$ cat src/rtl/dm_bus_ctrl_pkg.sv
// Shared types and constants for the data-memory bus controller.
// Imported by the controller top and its wait timer.
package dm_bus_ctrl_pkg;

  typedef enum logic [1:0] {
    IDLE,
    WR_BUSY,
    RD_REQ,
    RD_DONE
  } dm_state_t;

  localparam logic [31:0] DM_ABORT_DATA = 32'hDEAD_BEEF;

endpackage

$ cat src/rtl/dm_bus_ctrl_wait_timer.sv
// Request watchdog: counts stalled request cycles.
// Raises expired on the last permitted cycle.
module dm_bus_ctrl_wait_timer #(
  parameter int TIMEOUT = 64
) (
  input  logic clk,
  input  logic rst,
  input  logic clr,
  input  logic en,
  output logic expired
);

  localparam int CW = $clog2(TIMEOUT);

  logic [CW-1:0] cnt;

  always_ff @(posedge clk) begin
    if (!rst) begin
      cnt <= '0;
    end else if (clr) begin
      cnt <= '0;
    end else if (en) begin
      cnt <= cnt + CW'(1);
    end
  end

  assign expired = (cnt == CW'(TIMEOUT - 1));

endmodule

$ cat src/rtl/dm_bus_ctrl.sv
// CPU DM port to req/ack memory bridge with posted writes,
// write-buffer read forwarding and a request timeout.
module dm_bus_ctrl
  import dm_bus_ctrl_pkg::*;
#(
  parameter int DATA_W  = 32,
  parameter int ADDR_W  = 32,
  parameter int TIMEOUT = 64
) (
  input  logic              clk,
  input  logic              rst,
  input  logic              DM_enable,
  input  logic              DM_write,
  input  logic [ADDR_W-1:0] DM_address,
  input  logic [DATA_W-1:0] DM_in,
  output logic [DATA_W-1:0] DM_out,
  output logic              stall,
  output logic              mem_req,
  output logic              mem_we,
  output logic [ADDR_W-1:0] mem_addr,
  output logic [DATA_W-1:0] mem_wdata,
  input  logic              mem_ack,
  input  logic [DATA_W-1:0] mem_rdata,
  output logic              bus_err
);

  dm_state_t state, state_n;

  logic [ADDR_W-3:0] wb_addr;
  logic [ADDR_W-3:0] rd_addr;
  logic [ADDR_W-3:0] sel_addr;
  logic [DATA_W-1:0] wb_data;
  logic [DATA_W-1:0] dout_q;
  logic [1:0]        lsb_unused;

  logic wb_load;
  logic rd_load;
  logic fwd;
  logic fwd_hit;
  logic abort;
  logic expired;
  logic tmr_clr;
  logic tmr_en;

  assign lsb_unused = DM_address[1:0];

  assign mem_req = (state == WR_BUSY) || (state == RD_REQ);
  assign mem_we  = (state == WR_BUSY);

  assign sel_addr  = mem_we ? wb_addr : rd_addr;
  assign mem_addr  = {sel_addr, 2'b00};
  assign mem_wdata = wb_data;

  assign fwd_hit = DM_enable && !DM_write &&
                   (DM_address[ADDR_W-1:2] == wb_addr);

  // A late ack still wins over the watchdog in the same cycle
  assign abort = mem_req && !mem_ack && expired;

  assign tmr_clr = (state_n != state);
  assign tmr_en  = mem_req && !mem_ack;

  dm_bus_ctrl_wait_timer #(
    .TIMEOUT(TIMEOUT)
  ) u_timer (
    .clk    (clk),
    .rst    (rst),
    .clr    (tmr_clr),
    .en     (tmr_en),
    .expired(expired)
  );

  always_comb begin
    state_n = state;
    stall   = 1'b0;
    fwd     = 1'b0;
    wb_load = 1'b0;
    rd_load = 1'b0;
    unique case (state)
      IDLE: begin
        if (DM_enable) begin
          if (DM_write) begin
            wb_load = 1'b1;
            state_n = WR_BUSY;
          end else begin
            rd_load = 1'b1;
            stall   = 1'b1;
            state_n = RD_REQ;
          end
        end
      end
      WR_BUSY: begin
        if (DM_enable) begin
          if (fwd_hit) fwd = 1'b1;
          else         stall = 1'b1;
        end
        if (mem_ack || abort) state_n = IDLE;
      end
      RD_REQ: begin
        stall = 1'b1;
        if (mem_ack || abort) state_n = RD_DONE;
      end
      RD_DONE: begin
        state_n = IDLE;
      end
      default: begin
        state_n = IDLE;
      end
    endcase
  end

  always_ff @(posedge clk) begin
    if (!rst) begin
      state   <= IDLE;
      wb_addr <= '0;
      wb_data <= '0;
      rd_addr <= '0;
      dout_q  <= '0;
      bus_err <= 1'b0;
    end else begin
      state <= state_n;
      if (wb_load) begin
        wb_addr <= DM_address[ADDR_W-1:2];
        wb_data <= DM_in;
      end
      if (rd_load) rd_addr <= DM_address[ADDR_W-1:2];
      if (abort) bus_err <= 1'b1;
      if (fwd) begin
        dout_q <= wb_data;
      end else if (state == RD_REQ && mem_ack) begin
        dout_q <= mem_rdata;
      end else if (state == RD_REQ && abort) begin
        dout_q <= DATA_W'(DM_ABORT_DATA);
      end
    end
  end

  assign DM_out = fwd ? wb_data : dout_q;

endmodule
$ cat config.mk
export PLATFORM = sky130hd
export DESIGN_NAME = dm_bus_ctrl
export DESIGN_NICKNAME = d
export VERILOG_FILES = /design/src/rtl/dm_bus_ctrl_pkg.sv /design/src/rtl/dm_bus_ctrl_wait_timer.sv /design/src/rtl/dm_bus_ctrl.sv
export SDC_FILE = /design/constraint.sdc
export NUM_CORES = 1
export LEC_CHECK = 0
export ABC_CLOCK_PERIOD_IN_PS = 2400
export BUFFER_PORTS_ARGS = -buffer_cell sky130_fd_sc_hd__buf_2
export CAP_MARGIN = 20
export CORE_MARGIN = 2
export CORE_UTILIZATION = 38
export CTS_CLUSTER_DIAMETER = 200
export CTS_CLUSTER_SIZE = 16
export DETAILED_ROUTE_END_ITERATION = 10
export SLEW_MARGIN = 40
export SYNTH_ARGS = -nofsm -noshare
export SYNTH_HDL_FRONTEND = slang
export SYNTH_HIERARCHICAL = 1
export SYNTH_SLANG_ARGS = --single-unit
$ cat constraint.sdc
create_clock -name clk -period 2.4 [get_ports clk]
set_input_delay 0.36 -clock clk [delete_from_list [all_inputs] [get_ports clk]]
set_output_delay 0.36 -clock clk [all_outputs]
set_load 0.005 [all_outputs]
# Word level (Yosys, flattened, before mapping)
# Cells that the tools add are included.
[word_totals]
n_memories = 0
latch_bits = 0
ff_bits = 133
ramBits = 0
wordCells = 50
rom_bits = 0
inputBits = 101
out_inout_bits = 100
[op_classes]
reduce_logical = 13
shifts = 0
n_lt_le_gt_ge = 0
add_sub_neg = 1
bitwise = 1
eq_ne = 6
mux = 22
n_mul = 0
div_mod_pow = 0
[op_table]
columns = ["cell", "count"]
rows = [
  ["32-bit 2-to-1 mux", 4],
  ["30-bit equality test", 1],
  ["30-bit 2-to-1 mux", 1],
  ["1-bit 2-to-1 mux", 11],
  ["2-bit 2-to-1 mux", 4],
  ["2-bit one-hot mux with 4 select lines", 1],
  ["6-bit by 1-bit adder with 6-bit output, second input constant", 1],
  ["6-bit equality test, second input constant", 1],
  ["1-bit logical AND", 6],
  ["2-bit equality test, second input constant", 2],
  ["1-bit one-hot mux with 3 select lines", 1],
  ["3-bit nonzero test", 1],
  ["2-bit by 1-bit equality test with 1-bit output, second input constant", 1],
  ["1-bit zero test", 2],
  ["2-bit zero test", 1],
  ["1-bit logical OR", 2],
  ["2-bit inequality test", 1],
  ["2-bit OR reduction", 1],
  ["1-bit NOT", 1],
]

# Depth between registers and ports, before layout
# Gate-level depths: netlist (run 1).
[logic_depth]
word_depth = 9
mapped_depth = 10
ltp_nobuf = 10

# Hierarchy
# The synthesis (run 1) kept the hierarchy.
[modules_own_cells]
columns = ["module", "area_each_um2", "cells_each", "seq_area_each_um2", "instances"]
rows = [
  ["dm_bus_ctrl", 6329.8, 709, 2542.4, 1],
  ["dm_bus_ctrl_wait_timer", 257.7, 28, 120.1, 1],
]

# Worst setup path before layout (run 1)
# OpenSTA, ideal clock, no wires.
[synth_path]
path_kind = "input -> output"
start = "in DM_enable"
end = "out DM_out[10]"
setup_slack_ns = 0.276
arrival_time_ns = 1.764
cell_stages = 8
path_cell_list = "buf_2 and2b_1 nand4_1 nor4_2 nand3_1 buf_4 buf_6 mux2_4"
[synth_between]
elab_chain_len = 6
[synth_lines]
columns = ["item", "line_no", "rtl"]
rows = [
  ["start: declaration", "dm_bus_ctrl.sv:12", "input logic DM_enable,"],
  ["1-bit logical AND (2 in series)", "dm_bus_ctrl.sv:54", "assign fwd_hit = DM_enable && !DM_write &&"],
  ["1-bit 2-to-1 mux", "dm_bus_ctrl.sv:94", "if (fwd_hit) fwd = 1'b1;"],
  ["1-bit 2-to-1 mux (*)", "dm_bus_ctrl.sv:93", "if (DM_enable) begin"],
  ["1-bit 2-to-1 mux (*)", "dm_bus_ctrl.sv:79", "unique case (state)"],
  ["32-bit 2-to-1 mux (*)", "dm_bus_ctrl.sv:138", "assign DM_out = fwd ? wb_data : dout_q;"],
  ["end: declaration", "dm_bus_ctrl.sv:16", "output logic [DATA_W-1:0] DM_out,"],
]
# Mark *: on every way between the ends. The rest lies on a longest branch, timed or not.

# Worst setup path in the final report (run 1)
[layout_path]
start = "reg wb_addr[18]"
end = "out DM_out[26]"
[layout_between]
elab_chain_len = 6
[layout_lines]
columns = ["item", "line_no", "rtl"]
rows = [
  ["start: declaration", "dm_bus_ctrl.sv:29", "logic [ADDR_W-3:0] wb_addr;"],
  ["start signal: assignment", "dm_bus_ctrl.sv:123", "wb_addr <= DM_address[ADDR_W-1:2];"],
  ["30-bit equality test", "dm_bus_ctrl.sv:55", "(DM_address[ADDR_W-1:2] == wb_addr);"],
  ["1-bit logical AND", "dm_bus_ctrl.sv:54", ""],
  ["1-bit 2-to-1 mux", "dm_bus_ctrl.sv:94", ""],
  ["1-bit 2-to-1 mux", "dm_bus_ctrl.sv:93", ""],
  ["1-bit 2-to-1 mux", "dm_bus_ctrl.sv:79", ""],
  ["32-bit 2-to-1 mux", "dm_bus_ctrl.sv:138", ""],
]
# Every way passes these cells.

==> results of run 1 <==
[worst paths after layout]
path,startpoint,end,slack [ns],cells after the start
worst max-delay path,wb_addr[18],DM_out[26],-0.41,9
worst min-delay path,DM_in[21],mem_wdata[21],0.18,3
worst max register to register,wb_addr[18],dout_q[19],0.23,10
worst min register to register,rd_addr[3],rd_addr[3],0.46,2
[cell usage in the layout (no fill, tap or decap), types with 5 or more instances in the layout]
cell type | synthesis | layout
nand2_1 | 232 | 232
buf_2 | 4 | 165
dfxtp_1 | 133 | 132
a21boi_0 | 92 | 92
mux2_2 | 35 | 35
mux2i_1 | 33 | 33
xnor2_1 | 34 | 32
buf_4 | 3 | 30
buf_6 | 3 | 30
mux2_4 | 28 | 28
o221ai_1 | 24 | 24
clkbuf_16 | 0 | 17
nand4_1 | 8 | 8
a22o_1 | 8 | 8
buf_12 | 0 | 8
nor2_1 | 7 | 7
a21oi_1 | 7 | 6
bufinv_16 | 0 | 5
[area by class of cell]
cell class | instances | area share
clock inverter | 12 | 0.02248
tap | 225 | 0.03161
timing repair buffer | 234 | 0.1776
multi-input combinational | 542 | 0.4152
sequential | 133 | 0.2991
inverter | 4 | 0.001686
clock buffer | 20 | 0.05240
[report_power, final]
part / switching, mW / leakage, nW / internal [mW] / total, mW
registers: 0.111 / 1.08 / 2.37 / 2.48
logic: 0.567 / 2.57 / 0.580 / 1.15
clock network: 1.01 / 0.318 / 1.92 / 2.93
[sequential cells by signal (all words and copies together), names as in the netlist]
| register | flops |
|---|---|
| bus_err | 1 |
| rd_addr | 30 |
| dout_q | 32 |
| wb_addr | 30 |
| u_timer/cnt | 6 |
| state | 2 |
| mem_wdata | 32 |
[metal layers]
metal  up-vias  share of wire
met5         -        0.00071
li1       2907              -
met4         2          0.026
met3        32          0.053
met1      2722           0.47
met2       132           0.45
[logic make-up after synthesis]
logic type | count (synthesis) | synth area share
AO/OA/AOI/OAI | 137 | 0.1590
XOR/XNOR | 37 | 0.04919
adder cells (fa/ha/maj) | 5 | 0.009497
buffers and inverters | 63 | 0.04178
flip-flops | 133 | 0.4042
multiplexers | 96 | 0.1738
other | 1 | 0.0005693
AND/OR/NAND/NOR | 265 | 0.1620
[stage by stage]
| step | std cells | utilization | total power, mW | setup slack, ns |
|---|---|---|---|---|
| after floorplan | 738 | - | 3.133 | 0.2758 |
| after CTS | 1169 | 0.5163 | 6.583 | -0.4047 |
| after global routing | 1170 | 0.5204 | 6.846 | -0.5131 |
| final | 1170 | 0.5204 | 6.556 | -0.4113 |
| after global placement | 1133 | 0.4654 | 3.594 | -0.1095 |
| after detailed placement | 1133 | 0.4654 | 3.603 | -0.1260 |
[timing repair]
item	in CTS	in global routing
resized for setup	25	10
endpoints found under the setup margin	33	39
gates cloned	1	0
hold buffers	0	0
setup buffers	3	1
pin swaps	2	0
[worst reg2reg max path, delay by kind of cell, from the launching register on]
kind | cells | cell delay (ns)
buffers and inverters | 5 | 0.91
flip-flops | 1 | 0.33
AND/OR/NAND/NOR | 3 | 0.53
multiplexers | 1 | 0.11
XOR/XNOR | 1 | 0.17
==> results.sh, run 1 <==
export IMPL_ys_ff_latch=133
export IMPL_clock_tree_buffer_depth=2
export IMPL_grt_max_degree=73
export IMPL_grt_pass1_wl_mm=28.59
export IMPL_antenna_cells=0
export IMPL_drt_initial_drc_count=404
export IMPL_rsz0062_at_grt="true"
export IMPL_cp_top_family="buffers and inverters"
export IMPL_synth_warnings=6
export IMPL_antenna_found_initial=1
export IMPL_grt_busiest_layer="met2"
export IMPL_yosysUniqueCellTypes=36
export IMPL_viasPerCell=4.953
export IMPL_portBuffers=196
export IMPL_root_buffer="clkbuf_16"
export IMPL_fp_row_count=48
export IMPL_ys_top_cells_by_count="232 x nand2_1, 133 x dfxtp_1, 92 x a21boi_0"
export IMPL_hp_class="in2reg"
export IMPL_setup_ws_ns=-0.4113
export IMPL_finClkSkew_ns=0.008070
export IMPL_grt_util_all_layers=0.1979
export IMPL_status="finished with violations"
export IMPL_setup_violations=33
export IMPL_cpPeakStageDelay_ns=0.33
export IMPL_met3_usage=0.05051
export IMPL_path_clk_slew_ns=0.06
export IMPL_ios=201
export IMPL_use_met2=0.2971
export IMPL_leakagePower_nw=3.977
export IMPL_violations="negative setup slack"
export IMPL_timing_final_crit_share=1.171
export IMPL_cts_sink_count=133
export IMPL_grt_ovfl_total=0
export IMPL_cts_tree="yes"
export IMPL_yosysSeqAreaShare=0.4042
export IMPL_cp_required_ns=2.04
export IMPL_seq_area_mm2=0.002664
export IMPL_cp_end_kind="output pin"
export IMPL_use_met1=0.2675
export IMPL_grt_pass1_vias=5461
export IMPL_coreArea_mm2=0.01712
export IMPL_synth_cells=737
export IMPL_synth_area_leaders="dfxtp_1 40%, nand2_1 13%, a21boi_0 10%"
export IMPL_maxCapViolations=0
export IMPL_crit_slowest_cell="dfxtp_2"
export IMPL_synth_top_flop_cell="dfxtp_1"
export IMPL_htreeDepth=4
export IMPL_dr_pass1_iters=4
export IMPL_cp_start_kind="flop"
export IMPL_drive_gt1_frac=0.3598
export IMPL_ant_nets=0
export IMPL_vdd_drop_max_mv=0.4866
export IMPL_arrival_ns=2.45
export IMPL_async_reset_ff_frac=0
export IMPL_final_min_clock_period_ns=2.811
export IMPL_finalNetCount=1038
export IMPL_routed_wl_mm=18.22
export IMPL_hpwl_mm=12.02
export IMPL_cp_max_fo=21
export IMPL_multi_input_area_mm2=0.003699
export IMPL_whs_ns=0.1775
export IMPL_path_class="reg2out"
export IMPL_dieArea_mm2=0.01841
export IMPL_fill_cells=1604
export IMPL_drv_slew=0
export IMPL_tns_ns=-12.68
export IMPL_cp_common_cell="buf_4"
export IMPL_start_util=0.3849
export IMPL_synth_most_common_cell="nand2_1"
export IMPL_syn2layout_area_growth_pct=35.21
export IMPL_worstPathCellList="xnor2_2 -> buf_4 -> nand4_1 -> nor4_1 -> buf_4 -> nand3_4 -> buf_12 -> mux2_4 -> buf_6"
export IMPL_syn_area_mm2=0.006588
export IMPL_final_area_mm2=0.008907
export IMPL_synth_top_area_share=0.4042
export IMPL_die_x_um=135.7
export IMPL_hold_viol_final=0
export IMPL_place_area_mm2=0.007965
export IMPL_power_density_mw_per_mm2=736.0
export IMPL_fmax_mhz=355.7
export IMPL_numCtsBuffers=17
export IMPL_vias=5795
export IMPL_synth_avg_cell_area_um2=8.938
export IMPL_drc=0
export IMPL_place_gp_congestion=0.7444
export IMPL_clkLatencyLatePin_ns=0.42
export IMPL_wire_per_inst_um=15.58
export IMPL_synth_edf_count=0
export IMPL_die_h_um=135.7
export IMPL_synth_top_area_cell="dfxtp_1"
export IMPL_path_buf_inv=4
Note: power is estimated with default switching activity, not from simulation.
==> inputs of run 2 (changes only) <==
--- a/config.mk
+++ b/config.mk
@@ -8,7 +8,6 @@
 export ABC_CLOCK_PERIOD_IN_PS = 2400
 export BUFFER_PORTS_ARGS = -buffer_cell sky130_fd_sc_hd__buf_2
 export CAP_MARGIN = 20
-export CORE_MARGIN = 2
 export CORE_UTILIZATION = 38
 export CTS_CLUSTER_DIAMETER = 200
 export CTS_CLUSTER_SIZE = 16
==> results.sh, run 2 (synthesis results as in run 1) <==
export IMPL_status="finished with violations"
export IMPL_violations="negative setup slack"
export IMPL_maxCapViolations=0
export IMPL_p_int_mw=4.688
export IMPL_whs_ns=0.1820
export IMPL_hp_class="in2reg"
export IMPL_start_util=0.3931
export IMPL_arrival_ns=2.33
export IMPL_cp_max_fo=25
export IMPL_place_gp_congestion=0.7991
export IMPL_grt_util_all_layers=0.2055
export IMPL_drc=0
export IMPL_tns_ns=-8.593
export IMPL_path_buf_inv=3
export IMPL_setup_violations=33
export IMPL_swShare=0.2622
export IMPL_cpPeakStageDelay_ns=0.33
export IMPL_ant_nets=0
export IMPL_grt_max_degree=42
export IMPL_cp_start_kind="flop"
export IMPL_hold_path_startpoint="DM_in[5]"
export IMPL_cp_required_ns=2.04
export IMPL_vdd_drop_max_mv=0.4923
export IMPL_fmax_mhz=371.7
export IMPL_cp_top_family="simple AND/OR/NAND/NOR gates"
export IMPL_pwr_share_comb=0.176
export IMPL_cp_end_kind="output pin"
export IMPL_pwr_share_clk=0.433
export IMPL_switchingPower_mw=1.666
export IMPL_viasPerCell=4.930
export IMPL_path_clk_slew_ns=0.06
export IMPL_timing_final_crit_share=1.121
export IMPL_worstPathCellList="xnor2_2 -> nand4_1 -> nor4_1 -> buf_4 -> nand3_4 -> buf_12 -> mux2_4 -> buf_6"
export IMPL_hpwl_mm=12.22
export IMPL_numCtsBuffers=17
export IMPL_root_buffer="clkbuf_16"
export IMPL_leakagePower_nw=3.918
export IMPL_finClkSkew_ns=0.009511
export IMPL_grt_ovfl_total=0
export IMPL_die_h_um=133.7
export IMPL_antenna_found_initial=2
export IMPL_hold_viol_final=0
export IMPL_power_density_mw_per_mm2=725.9
export IMPL_drt_initial_drc_count=264
export IMPL_wire_per_inst_um=15.67
export IMPL_routed_wl_mm=18.21
export IMPL_setup_ws_ns=-0.2900
export IMPL_crit_start="wb_addr[18]"
export IMPL_grt_pass1_vias=5337
export IMPL_cts_sink_count=133
export IMPL_cts_tree="yes"
export IMPL_grt_pass1_wl_mm=28.45
export IMPL_dieArea_mm2=0.01787
export IMPL_die_x_um=133.7
export IMPL_mostFrequentLayoutCell="nand2_1"
export IMPL_crit_slowest_cell="dfxtp_2"
export IMPL_clkLatencyLatePin_ns=0.42
export IMPL_r2r_start="u_timer/cnt[0]"
export IMPL_fill_cells=1599
export IMPL_path_class="reg2out"
export IMPL_syn2layout_area_growth_pct=32.88
export IMPL_pwr_share_seq=0.390
export IMPL_coreArea_mm2=0.01676
export IMPL_fp_row_count=47
export IMPL_vias=5729
export IMPL_drive_gt1_frac=0.3613
export IMPL_ios=201
export IMPL_rsz0062_at_grt="true"
export IMPL_finalNetCount=1035
export IMPL_mostFrequentLayoutCells="232 x nand2_1, 174 x buf_2, 130 x dfxtp_1"
export IMPL_drv_slew=0
export IMPL_portBuffers=196
export IMPL_dr_pass1_iters=4
export IMPL_htreeDepth=4
export IMPL_final_min_clock_period_ns=2.690
export IMPL_ctsHoldBuffers=0
export IMPL_clock_tree_buffer_depth=2
run 2: cell count changes in the layout (fill, tap and decap cells not counted), sizes merged:
| cell | delta |
|---|---|
| bufbuf | -1 |
| bufinv | -1 |
| diode | +1 |
| clkbuf | -1 |
| buf | -2 |
| clkinvlp | +2 |
| clkinv | -1 |
run 2: power groups by stage:
stage	registers, mW	logic [mW]	clock network [mW]
global placement	2.52	1.06	0
detailed placement	2.52	1.07	0
global route	2.50	1.22	2.93
floorplan	2.50	0.629	0
finish	2.48	1.12	2.75
CTS	2.48	1.11	2.81
run 2: area by class of cell:
| class | count | area (µm²) | share of cell area |
|---|---|---|---|
| Antenna cell | 1 | 2.502 | 0.0002859 |
| Clock buffer | 19 | 442.9 | 0.05060 |
| Clock inverter | 12 | 180.2 | 0.02058 |
| Inverter | 4 | 15.01 | 0.001715 |
| Multi-Input combinational cell | 542 | 3727 | 0.4258 |
| Sequential cell | 133 | 2666 | 0.3046 |
| Tap cell | 220 | 275.3 | 0.03145 |
| Timing Repair Buffer | 231 | 1444 | 0.1650 |
run 2: stage by stage:
| stage | power (mW) | util | setup WS [ns] | instances | area [µm²] |
|---|---|---|---|---|---|
| after global placement | 3.584 | 0.4726 | -0.09245 | 1128 | 7921 |
| after CTS | 6.404 | 0.5189 | -0.3078 | 1161 | 8696 |
| after global routing | 6.652 | 0.5223 | -0.3974 | 1162 | 8753 |
| after floorplan | 3.133 | - | 0.2758 | 738 | 6591 |
| final | 6.354 | 0.5223 | -0.2900 | 1162 | 8753 |
| after detailed placement | 3.595 | 0.4726 | -0.1178 | 1128 | 7921 |
run 2: routing by layer:
| metal | part of all wire | GRT usage | vias to the layer above |
|---|---|---|---|
| met2 | 0.46 | 0.3226 | 126 |
| met4 | 0.016 | 0.06881 | 2 |
| met3 | 0.044 | 0.05708 | 27 |
| met5 | 0.00055 | 0 | - |
| met1 | 0.48 | 0.2706 | 2689 |
| li1 | - | - | 2885 |
run 2: worst register-to-register path: stages (launching register included):
cell	delay [ns]
dfxtp_1	0.38
ha_1	0.21
nand3_1	0.08
nor2_1	0.23
a21o_1	0.19
nor2_1	0.05
o31ai_1	0.30
xnor2_1	0.17
o211ai_1	0.09
nand2b_1	0.23
a21oi_1	0.15
run 2: worst paths after layout:
| kind | end | slack, ns | cells after the start |
|---|---|---|---|
| min | mem_wdata[5] | 0.18 | 3 |
| max | DM_out[28] | -0.29 | 8 |
| max reg2reg | u_timer/cnt[5] | 0.24 | 10 |
| min reg2reg | rd_addr[17] | 0.46 | 2 |
run 2: repair_timing:
action,CTS,global route
setup buffers,2,0
resized for setup,23,9
pin swaps,3,2
endpoints found under the setup margin,33,33
